## config.mk

```make
export PLATFORM = sky130hd
export DESIGN_NAME = uart_tx
export DESIGN_NICKNAME = d
export VERILOG_FILES = /design/src/rtl/uart_tx.sv
export SDC_FILE = /design/constraint.sdc
export NUM_CORES = 1
export LEC_CHECK = 0
export ABC_AREA = 1
export CAP_MARGIN = 30
export CORE_MARGIN = 1
export CORE_UTILIZATION = 45
export CTS_CLUSTER_DIAMETER = 40
export DETAILED_ROUTE_END_ITERATION = 10
export PLACE_DENSITY_LB_ADDON = 0.1
export SLEW_MARGIN = 10
export SYNTH_ARGS = -nofsm -noshare
export SYNTH_HDL_FRONTEND = slang
export SYNTH_SLANG_ARGS = --single-unit
```

## constraint.sdc

```tcl
create_clock -name i_clk -period 3.7 [get_ports i_clk]
set_input_delay 0.555 -clock i_clk [delete_from_list [all_inputs] [get_ports i_clk]]
set_output_delay 0.555 -clock i_clk [all_outputs]
set_load 0.1 [all_outputs]
```

## src/rtl/uart_tx.sv

```systemverilog
// Byte-wide 8N1 UART transmitter: one start bit, eight data bits LSB first, one stop bit.
// CLKS_PER_BIT clock cycles per serial bit; all outputs are registered.
module uart_tx #(
    parameter int CLKS_PER_BIT = 1085
) (
    input  logic       i_clk,
    input  logic       i_rst,
    input  logic       i_tx_start,
    input  logic [7:0] i_tx_data,
    output logic       o_tx_serial,
    output logic       o_tx_busy,
    output logic       o_tx_done
);

    localparam int                 CNT_W   = $clog2(CLKS_PER_BIT);
    localparam logic [CNT_W-1:0]   CNT_MAX = CNT_W'(CLKS_PER_BIT - 1);
    localparam logic [CNT_W-1:0]   CNT_ONE = CNT_W'(1);

    typedef enum logic [1:0] {
        IDLE,
        START,
        DATA,
        STOP
    } state_t;

    state_t           r_state;
    logic [CNT_W-1:0] r_clk_cnt;
    logic [2:0]       r_bit_idx;
    logic [7:0]       r_shift;
    logic             r_tx_serial;
    logic             r_tx_busy;
    logic             r_tx_done;

    logic             w_bit_end;
    logic [2:0]       w_next_idx;

    assign w_bit_end  = (r_clk_cnt == CNT_MAX);
    assign w_next_idx = r_bit_idx + 3'd1;

    // Outputs are set on the transition into each state, so they lead the state by nothing.
    // NOTE: non-blocking assignments throughout, so every branch reads pre-edge register values.
    always_ff @(posedge i_clk) begin
        if (i_rst) begin
            r_state     <= IDLE;
            r_clk_cnt   <= '0;
            r_bit_idx   <= '0;
            r_shift     <= '0;
            r_tx_serial <= 1'b1;
            r_tx_busy   <= 1'b0;
            r_tx_done   <= 1'b0;
        end else begin
            // Done is low unless the STOP branch raises it, so it can only ever last one cycle.
            r_tx_done <= 1'b0;
            case (r_state)
                IDLE: begin
                    r_tx_serial <= 1'b1;
                    r_tx_busy   <= 1'b0;
                    if (i_tx_start) begin
                        r_shift     <= i_tx_data;
                        r_clk_cnt   <= '0;
                        r_bit_idx   <= '0;
                        r_tx_serial <= 1'b0;
                        r_tx_busy   <= 1'b1;
                        r_state     <= START;
                    end
                end
                START: begin
                    if (w_bit_end) begin
                        r_clk_cnt   <= '0;
                        r_bit_idx   <= '0;
                        r_tx_serial <= r_shift[0];
                        r_state     <= DATA;
                    end else begin
                        r_clk_cnt <= r_clk_cnt + CNT_ONE;
                    end
                end
                DATA: begin
                    if (w_bit_end) begin
                        r_clk_cnt <= '0;
                        if (r_bit_idx == 3'd7) begin
                            r_tx_serial <= 1'b1;
                            r_state     <= STOP;
                        end else begin
                            r_bit_idx   <= w_next_idx;
                            r_tx_serial <= r_shift[w_next_idx];
                        end
                    end else begin
                        r_clk_cnt <= r_clk_cnt + CNT_ONE;
                    end
                end
                STOP: begin
                    if (w_bit_end) begin
                        r_clk_cnt   <= '0;
                        r_tx_serial <= 1'b1;
                        r_tx_busy   <= 1'b0;
                        r_tx_done   <= 1'b1;
                        r_state     <= IDLE;
                    end else begin
                        r_clk_cnt <= r_clk_cnt + CNT_ONE;
                    end
                end
                default: r_state <= IDLE;
            endcase
        end
    end

    assign o_tx_serial = r_tx_serial;
    assign o_tx_busy   = r_tx_busy;
    assign o_tx_done   = r_tx_done;

endmodule

```

# Word-level counts from Yosys, hierarchy flattened
# Cells that the tools add are included.
[totals]
ff_bits = 27
latchBits = 0
ramBits = 0
mem_bits_ro = 0
input_bits = 11
out_inout_bits = 3
memories = 0
[op_classes]
addsub = 2
n_mul = 0
n_div = 0
order_cmp = 1
eq_ne = 11
shift = 0
n_mux = 26
n_bitwise = 1
n_reduce_logical = 10
[ops]
columns = ["cell", "count"]
rows = [
  ["11-bit two-way mux", 2],
  ["11-bit one-hot mux with 2 select lines", 1],
  ["3-bit two-way mux", 4],
  ["2-bit != test (second input constant)", 6],
  ["11-bit by 1-bit adder with 11-bit output (second input constant)", 1],
  ["11-bit == test (second input constant)", 1],
  ["2-bit two-way mux", 5],
  ["5-bit AND reduction", 2],
  ["1-bit two-way mux", 9],
  ["3-bit one-hot mux with 3 select lines", 1],
  ["2-bit one-hot mux with 4 select lines", 1],
  ["2-bit == test (second input constant)", 2],
  ["3-bit by 4-bit < comparator with 1-bit output (second input constant)", 1],
  ["1-bit one-hot mux with 4 select lines", 1],
  ["2-bit AND reduction", 2],
  ["3-bit by 1-bit adder with 3-bit output (second input constant)", 1],
  ["1-bit binary-select mux with 3-bit select", 1],
  ["3-bit == test (second input constant)", 1],
  ["3-bit AND reduction", 1],
  ["3-bit nonzero test", 1],
  ["3-bit OR reduction", 1],
  ["2-bit by 1-bit == test with 1-bit output (second input constant)", 1],
  ["2-bit zero test", 1],
  ["1-bit one-hot mux with 2 select lines", 1],
  ["3 further kinds", 3],
]

# Logic depth before layout (Yosys ltp)
# Gate-level depths: netlist (run 1).
[logic_depth]
word_depth = 6
ltp_mapped = 10
mapped_depth_nobuf = 10

# Least setup slack after synthesis (run 1)
# No wires, ideal clock.
[synth_timing]
path_type = "reg2reg"
startpoint = "register r_state[0]"
endpoint = "register r_bit_idx[0]"
setup_ns = 0.132
arrival_time_ns = 1.360
required_time_ns = 3.568
slack_ns = 2.208
path_stages_with_launch = 9
synth_period_minus_slack_ns = 1.492
cell_sequence = "dfxtp_1 -> inv_1 -> ha_1 -> inv_2 -> nor2_2 -> a211oi_1 -> nand2_1 -> nand2_1 -> a21oi_1"
[synth_via]
elab_chain_len = 3
[synth_rtl]
columns = ["element", "line", "rtl"]
rows = [
  ["start: declaration", "26", "state_t r_state;"],
  ["start signal: assignment", "44", "r_state <= IDLE;"],
  ["start signal: assignment", "64", "r_state <= START;"],
  ["start signal: assignment", "72", "r_state <= DATA;"],
  ["2-bit == test, or another cell as far along", "54", "case (r_state)"],
  ["2-bit != test (no line) or 3-bit nonzero test (tied branches)", "-", ""],
  ["5-bit AND reduction (no line)", "-", ""],
  ["end signal: assignment", "84", "r_bit_idx <= w_next_idx;"],
  ["end: declaration", "28", "logic [2:0] r_bit_idx;"],
]
# Several ways; a longest one is shown, not always the timed one.
# A chain may end at the register's enable or synchronous reset.

# Worst setup path after layout (run 1)
[layout_timing]
startpoint = "register r_tx_serial, in the netlist o_tx_serial"
endpoint = "output port o_tx_serial"
[layout_lines]
columns = ["element", "line", "rtl"]
rows = [
  ["start: declaration", "30", "logic r_tx_serial;"],
  ["start signal: assignment", "71", "r_tx_serial <= r_shift[0];"],
  ["start signal: assignment", "85", "r_tx_serial <= r_shift[w_next_idx];"],
  ["end: declaration", "10", "output logic o_tx_serial,"],
]
# No word-level cell between the ends.

==> results of run 1 <==
==> final timing paths <==
check,cells past startpoint,end,slack (ns),startpoint
max,1,o_tx_serial,1.35,o_tx_serial
min,2,r_shift[2],0.47,r_shift[2]
max reg2reg,8,r_bit_idx[2],1.82,r_state[0]
min reg2reg,2,r_shift[2],0.47,r_shift[2]
==> registers in the layout (all words and copies together), names as in the netlist <==
| register | cells |
|---|---|
| o_tx_done | 1 |
| r_clk_cnt | 11 |
| r_state | 2 |
| r_shift | 8 |
| o_tx_serial | 1 |
| r_bit_idx | 3 |
| o_tx_busy | 1 |
==> power by group <==
part	total (W)	switching, W	internal (W)
clock	0.000126	0.0000856	0.0000404
combinational	0.000401	0.000269	0.000132
sequential	0.000384	0.0000412	0.000342
total	0.000911	0.000396	0.000515
==> layout by cell type, fill, tap and decap left out, drive strengths merged <==
| cell | Yosys | routed |
|---|---|---|
| a211oi | 2 | 2 |
| a21oi | 20 | 20 |
| clkbuf | 5 | 3 |
| clkdlybuf4s50 | 0 | 13 |
| clkinv | 0 | 1 |
| dfxtp | 27 | 27 |
| ha | 8 | 8 |
| inv | 31 | 31 |
| nand2 | 53 | 53 |
| nand3 | 18 | 18 |
| nand3b | 1 | 1 |
| nand4 | 6 | 6 |
| nor2 | 26 | 26 |
| nor3 | 3 | 3 |
| o21ai | 15 | 15 |
| o21bai | 1 | 1 |
| or2 | 1 | 1 |
==> cells by family (layout without fill, tap and decap cells) <==
group | count (synthesis) | in the layout
DFF | 27 | 27
and+or+nand+nor | 108 | 108
adders and majority gates | 8 | 8
AOI/OAI and AO/OA | 38 | 38
buffers and inverters | 37 | 48
==> cells in the mapped netlist, types with 2 or more instances <==
master,instances,area share [%]
nand2_1,51,13
inv_1,28,7.1
dfxtp_1,27,37
nor2_1,22,5.6
a21oi_1,20,6.8
nand3_1,16,5.4
o21ai_0,12,4.1
ha_1,8,6.8
nand4_1,6,2.5
clkbuf_1,4,1.0
inv_2,3,0.76
nor2_2,3,1.3
nor3_1,3,1.0
a211oi_1,2,1.0
nand2_2,2,0.85
nand3_2,2,1.4
o21ai_1,2,0.68
==> final cells by class <==
type,count,area (sq um),area share [%]
timing repair buffer,13,130,7.83
inverter,31,116,7.00
sequential,27,541,32.5
clock inverter,1,5.00,0.301
tap,44,55.1,3.31
multi-input combinational,154,792,47.7
clock buffer,3,22.5,1.36
==> through the flow <==
step	total power [W]	hold WS, ns	cell area, sq um	cells
floorplan	0.000703	0.429	1470	218
global placement	0.000783	0.448	1630	269
detailed placement	0.000794	0.450	1630	269
CTS	0.000924	0.469	1660	273
global route	0.000993	0.506	1660	273
finish	0.000911	0.469	1660	273
==> per-layer routing <==
layer  wire length (um)  vias to the layer above  GRT usage (%)
li1                   -                      725              -
met1               1360                      604           23.3
met2               1620                       10           37.6
met3                 48                        2           1.97
met4                 20                        0           5.10
met5                  0                        -              0
==> worst min-delay path, cell delays in order (launching register included) <==
cell and delay (ns):
dfxtp_1 0.33, inv_1 0.06, a21oi_1 0.06
==> impl_metrics.ini, run 1 <==
[setup_path]
critical_path_class = reg2out
critPathSlowestCell = clkdlybuf4s50_1
crit_buf_inv = 1
critPathCaptureType = output pin
worstSetupStartpointType = flop
cp_max_fo = 2
critPathMaxStageDelay_ns = 1.13
cp.required_ns = 3.14
crit_arrival_ns = 1.79
cp_top_family = buffers and inverters
critical_path.cell_chain = clkdlybuf4s50_1

[yosys]
synthSimpleGateAreaFrac_pct = 32.8
synthAdderAreaFrac_pct = 6.79
synth-edff-count = 0
yosysWarnings = 0
syn_inst = 218
synthFlopType = dfxtp_1
synth_xor_area_share_pct = 0
synthMuxAreaShare_pct = 0
async_flop_share_pct = 0
synth_nets = 237
ys_seq_area_share_pct = 36.7
syn_area_sq_um = 1470
synth_top_family_by_area = simple AND/OR/NAND/NOR gates
synth_cell_types = 24
synth_compound_area_share_pct = 14.2
avgSynthCellArea_sq_um = 6.76
synth_seq_cells = 27

[sta]
min_period_ns = 2.35
clock.fmax_mhz = 426
setup_ws_ns = 1.35
hold_viol_final = 0
setup_viol = 0
maxSlewViolCount = 0
setup_tns_ns = 0
tightest_slew_ns = 0.961
rsz0062_at_grt = no
period_share_pct = 63.4
slew_headroom_pct = 35.7
finalClockSkew_ns = 0.0108

[global_route]
antenna_found_initial = 0
grt_max_degree = 17
grt-ovfl-total = 0
grt_use_total_pct = 19.8
grt_pass1_vias = 1225
grt_pass1_wl_um = 5350

[layout]
synthToLayoutAreaGrowth_pct = 12.7
utilization_pct = 54.0
finalNetCount = 249
drive_gt1_share_pct = 6.99
n_antenna_cell = 0
fill_cells = 314

[power]
peakVddDrop_uv = 273
power_leakage_nw = 0.648
p_per_area_nw_per_um2 = 548

[job]
drv_cap = 0

[floorplanning]
dieWidth_um = 59.2
initial_core_util_pct = 47.9
coreArea_sq_um = 3080
fp-row-count = 20
die_area_sq_um = 3510
ioPinCount = 14
die_h_um = 59.2

[clock_network]
cts_tree = built
clk-insertion-delay-late_ns = 0.32
clock_path_buffers = 2
cts_resized = 0
htree_levels = 1
cts-root-buf = clkbuf_4
hold_buffers = 0
post_cts_buffers = 0
clk_pin_slew_ns = 0.15
cts_buffers = 3
cts_sinks = 27

[routing]
wl_per_cell_um = 11.2
vias = 1341
drtPass1Iterations = 4
wirelength_um = 3050
drcViolationCount = 0
first_iter_violations = 40
ant_nets = 0
routed_via_density = 4.91

[worst_hold_path]
min_path_type = reg2reg

[place]
port_buffers = 13
dp_hpwl_um = 2390
dp_slack_ns = 1.64
gp_congestion = 0.816

[outcome]
status = finished clean
Power figures use the tool's default switching activity.
==> run 2, diff against run 1 <==
clock period = 2.28 ns   (was 3.7 ns; I/O delays follow)
==> impl_metrics.ini, run 2 (synthesis results as in run 1) <==
[floorplanning]
coreArea_sq_um = 3080
die_h_um = 59.2
fp-row-count = 20
dieWidth_um = 59.2
ioPinCount = 14
die_area_sq_um = 3510
initial_core_util_pct = 47.9

[setup_path]
cp_max_fo = 5
crit_end = r_bit_idx[2]
reg2reg_depth = 8
critical_path_class = reg2reg
critPathCaptureType = flop
regToRegSetupSlack_ns = 0.56
critPathSlowestCell = dfxtp_1
critical_path.cell_chain = inv_1 > ha_1 > inv_2 > nor2_2 > a211oi_1 > nand2_1 > nand2_1 > a21oi_1
crit_arrival_ns = 1.95
cpMostUsedCell = nand2_1
cp.required_ns = 2.51
rr_startpoint = r_state[0]
worstSetupStartpoint = r_state[0]
rr_endpoint = r_bit_idx[2]
critPathMaxStageDelay_ns = 0.40
worstSetupStartpointType = flop

[clock_network]
post_cts_buffers = 0
clk_pin_slew_ns = 0.16
clock_path_buffers = 2
clk-insertion-delay-late_ns = 0.33
cts-root-buf = clkbuf_4
cts_resized = 0
htree_levels = 1
cts_buffers = 3
hold_buffers = 0
cts_sinks = 27
cts_tree = built

[sta]
tightest_slew_ns = 0.457
finalClockSkew_ns = 0.0131
period_share_pct = 75.4
hold_viol_final = 0
maxSlewViolCount = 0
setup_tns_ns = 0
worst_hold_slack_ns = 0.465
setup_viol = 0
rsz0062_at_grt = no
min_period_ns = 1.72
clock.fmax_mhz = 582
slew_headroom_pct = 69.4

[layout]
largest_reg_flops = 11
utilization_pct = 54.3
n_antenna_cell = 0
fin_area_sq_um = 1670
synthToLayoutAreaGrowth_pct = 13.4
finalNetCount = 251
reg_top3 = r_clk_cnt: 11 flops, r_shift: 8 flops, r_bit_idx: 3 flops
regMostFlops = r_clk_cnt
drive_gt1_share_pct = 9.09
final_common_cell = nand2_1
most-common-layout-cells = nand2_1, inv_1, dfxtp_1

[worst_hold_path]
min_path_cells = 2
min_path_type = reg2reg

[global_route]
grt_pass1_wl_um = 5140
grt_use_total_pct = 19.8
grt_pass1_vias = 1223
grt-ovfl-total = 0
antenna_found_initial = 0
grt_max_degree = 17

[power]
power_w = 0.00149
p_per_area_nw_per_um2 = 894
peakVddDrop_uv = 475
power_leakage_nw = 0.658

[routing]
vias = 1365
wirelength_um = 3000
first_iter_violations = 55
drtPass1Iterations = 4
wl_per_cell_um = 10.9
drcViolationCount = 0
ant_nets = 0
routed_via_density = 4.96

[outcome]
status = finished clean

[place]
dp_hpwl_um = 2310
placed_cell_area_sq_um = 1640
gp_congestion = 0.817
port_buffers = 13

[job]
drv_cap = 0
-- run 2: changes by cell type in the layout (fill, tap and decap cells not counted), sizes merged --
cell	before	now
clkinvlp	0	1
buf	0	5
clkdlybuf4s50	13	10
clkinv	1	0
-- run 2: routing by layer --
metal / share of wire (%) / track usage (%) / wire length, um / vias to the layer above
met5: 0 / 0 / 0 / -
met4: 1.7 / 9.86 / 51 / 0
met3: 2.5 / 2.18 / 76 / 4
met2: 51 / 36.9 / 1530 / 19
met1: 45 / 21.9 / 1340 / 613
li1: - / - / - / 729
-- run 2: worst min path at each step --
stage	start	endpoint	slack, ns
6_report	r_shift[1]	r_shift[1]	0.46
5_1_grt	r_shift[1]	r_shift[1]	0.49
4_1_cts	r_shift[1]	r_shift[1]	0.47
3_5_place_dp	r_shift[1]	r_shift[1]	0.45
3_3_place_gp	r_shift[1]	r_shift[1]	0.44
2_1_floorplan	r_shift[1]	r_shift[1]	0.43
-- run 2: per-stage QoR --
step,instances,worst slack (ns)
after detailed placement,271,0.542
after global routing,275,0.408
after floorplan,218,0.788
final,275,0.561
after CTS,275,0.554
after global placement,271,0.620
-- run 2: final cells by class --
type / count / area (sq um)
clock buffer: 3 / 22.5
clock inverter: 1 / 7.51
fill: 318 / 1410
inverter: 31 / 116
multi-input combinational: 154 / 792
sequential: 27 / 541
tap: 44 / 55.1
timing repair buffer: 15 / 138
-- run 2: critical path: cells and delay by family (launching register included) --
kind	cells	cell delay (ns)
simple gates	3	0.31
compound gates	2	0.44
buf+inv	2	0.20
flops	1	0.40
fa+ha+maj	1	0.27
-- run 2: where the power goes --
group	internal, W	switching (W)	leakage, nW
clock network	0.0000672	0.000150	0.0139
logic	0.000218	0.000437	0.423
registers	0.000556	0.0000677	0.221
total	0.000841	0.000654	0.658
==> run 3, diff against run 2 <==
clock period = 1.6 ns   (was 2.28 ns; I/O delays follow)
==> impl_metrics.ini, run 3 (synthesis results as in run 1) <==
[outcome]
status = finished clean

[sta]
rsz0062_at_grt = no
period_share_pct = 93.9
setup_viol = 0
min_period_ns = 1.50
maxSlewViolCount = 0
hold_viol_final = 0
setup_tns_ns = 0
clock.fmax_mhz = 666
slew_headroom_pct = 76.5
finalClockSkew_ns = 0.00193
worst_hold_slack_ns = 0.464
tightest_slew_ns = 0.352

[setup_path]
critical_path_class = reg2reg
rr_endpoint = r_bit_idx[2]
cp.required_ns = 1.88
worstSetupStartpointType = flop
crit_arrival_ns = 1.78
rr_startpoint = r_state[1]
reg2reg_depth = 8
critPathCaptureType = flop
cp_max_fo = 5
critPathMaxStageDelay_ns = 0.38
critical_path.cell_chain = inv_1 > ha_2 > inv_2 > nor2_2 > a211oi_1 > buf_4 > nand4_1 > a21oi_1
critPathSlowestCell = dfxtp_2
regToRegSetupSlack_ns = 0.1

[clock_network]
clock_path_buffers = 2
cts_tree = built
cts_buffers = 3
clk_pin_slew_ns = 0.15
cts_resized = 0
hold_buffers = 0
clk-insertion-delay-late_ns = 0.33
cts_sinks = 27
htree_levels = 1
cts-root-buf = clkbuf_4
post_cts_buffers = 0

[routing]
vias = 1417
drtPass1Iterations = 4
first_iter_violations = 107
wl_per_cell_um = 11.8
wirelength_um = 3290
routed_via_density = 5.06
ant_nets = 0
drcViolationCount = 0

[place]
dp_cells = 276
gp_congestion = 0.915
placed_cell_area_sq_um = 1720
dp_hpwl_um = 2480
port_buffers = 13

[global_route]
grt_max_degree = 16
grt_pass1_wl_um = 5600
antenna_found_initial = 0
grt-ovfl-total = 0
grt_use_total_pct = 21.1
grt_pass1_vias = 1312

[power]
peakVddDrop_uv = 792
power_leakage_nw = 0.697
p_per_area_nw_per_um2 = 1300

[floorplanning]
initial_core_util_pct = 47.9
dieWidth_um = 59.2
coreArea_sq_um = 3080
die_area_sq_um = 3510
ioPinCount = 14
die_h_um = 59.2
fp-row-count = 20

[layout]
largest_reg_flops = 11
reg_top3 = r_clk_cnt: 11 flops, r_shift: 8 flops, r_bit_idx: 3 flops
synthToLayoutAreaGrowth_pct = 19.4
fin_area_sq_um = 1760
drive_gt1_share_pct = 11.9
regMostFlops = r_clk_cnt
n_antenna_cell = 0
finalNetCount = 256
fin_cells = 280
fill_cells = 306
regArea_sq_um = 542
most-common-layout-cells = nand2_1, inv_1, dfxtp_1
multi_input_area_sq_um = 807
final_common_cell = nand2_1

[worst_hold_path]
min_delay_worst_endpoint = r_shift[1]
min_path_cells = 2
min_path_type = reg2reg
holdCritStartpoint = r_shift[1]

[job]
drv_cap = 0
[run 3: changes by cell type in the layout (fill, tap and decap cells not counted), sizes merged]
cell / previous run / this run
buf: 5 / 10
clkbuf: 3 / 4
clkinvlp: 1 / 0
[run 3: cell type report]
class	count	share of cell area (%)
multi-input combinational	154	45.9
sequential	27	30.8
tap	44	3.13
timing repair buffer	20	12.1
inverter	31	6.61
clock buffer	4	1.49
[run 3: worst max path at each step]
| stage | to | depth (start not counted) | startpoint | slack, ns |
|---|---|---|---|---|
| after floorplan | r_bit_idx[0] | 8 | r_state[0] | 0.11 |
| after global placement | o_tx_busy | 5 | i_tx_start | 0.11 |
| after detailed placement | r_bit_idx[2] | 8 | r_state[1] | 0.04 |
| after CTS | r_bit_idx[1] | 8 | r_state[1] | 0.01 |
| after global routing | r_bit_idx[2] | 8 | r_state[1] | 0.005 |
| final | r_bit_idx[2] | 8 | r_state[1] | 0.1 |
[run 3: where the power goes]
group | internal (W) | switching, W
sequential | 0.000794 | 0.0000750
clock | 0.0000980 | 0.000209
combinational | 0.000421 | 0.000690
total | 0.00131 | 0.000974
[run 3: per-layer routing]
metal	wire length, um	global-route usage (%)
met5	0	0
met1	1440	23.8
met4	42	7.48
met3	83	2.18
met2	1720	40.4
[run 3: through the flow]
stage | power (W) | setup WS [ns] | util (%)
final | 0.00229 | 0.0981 | 57.2
after global routing | 0.00245 | 0.00517 | 57.2
after CTS | 0.00228 | 0.0132 | 56.6
after detailed placement | 0.00197 | 0.0353 | 55.8
after global placement | 0.00194 | 0.109 | 55.8
after floorplan | 0.00163 | 0.108 | -
[run 3: critical path, delay by kind of cell, from the launching register on]
kind / cells / cell delay [ns]
AO/OA/AOI/OAI: 2 / 0.36
adder cells (fa/ha/maj): 1 / 0.22
buffers and inverters: 3 / 0.33
flip-flops: 1 / 0.38
AND/OR/NAND/NOR: 2 / 0.15
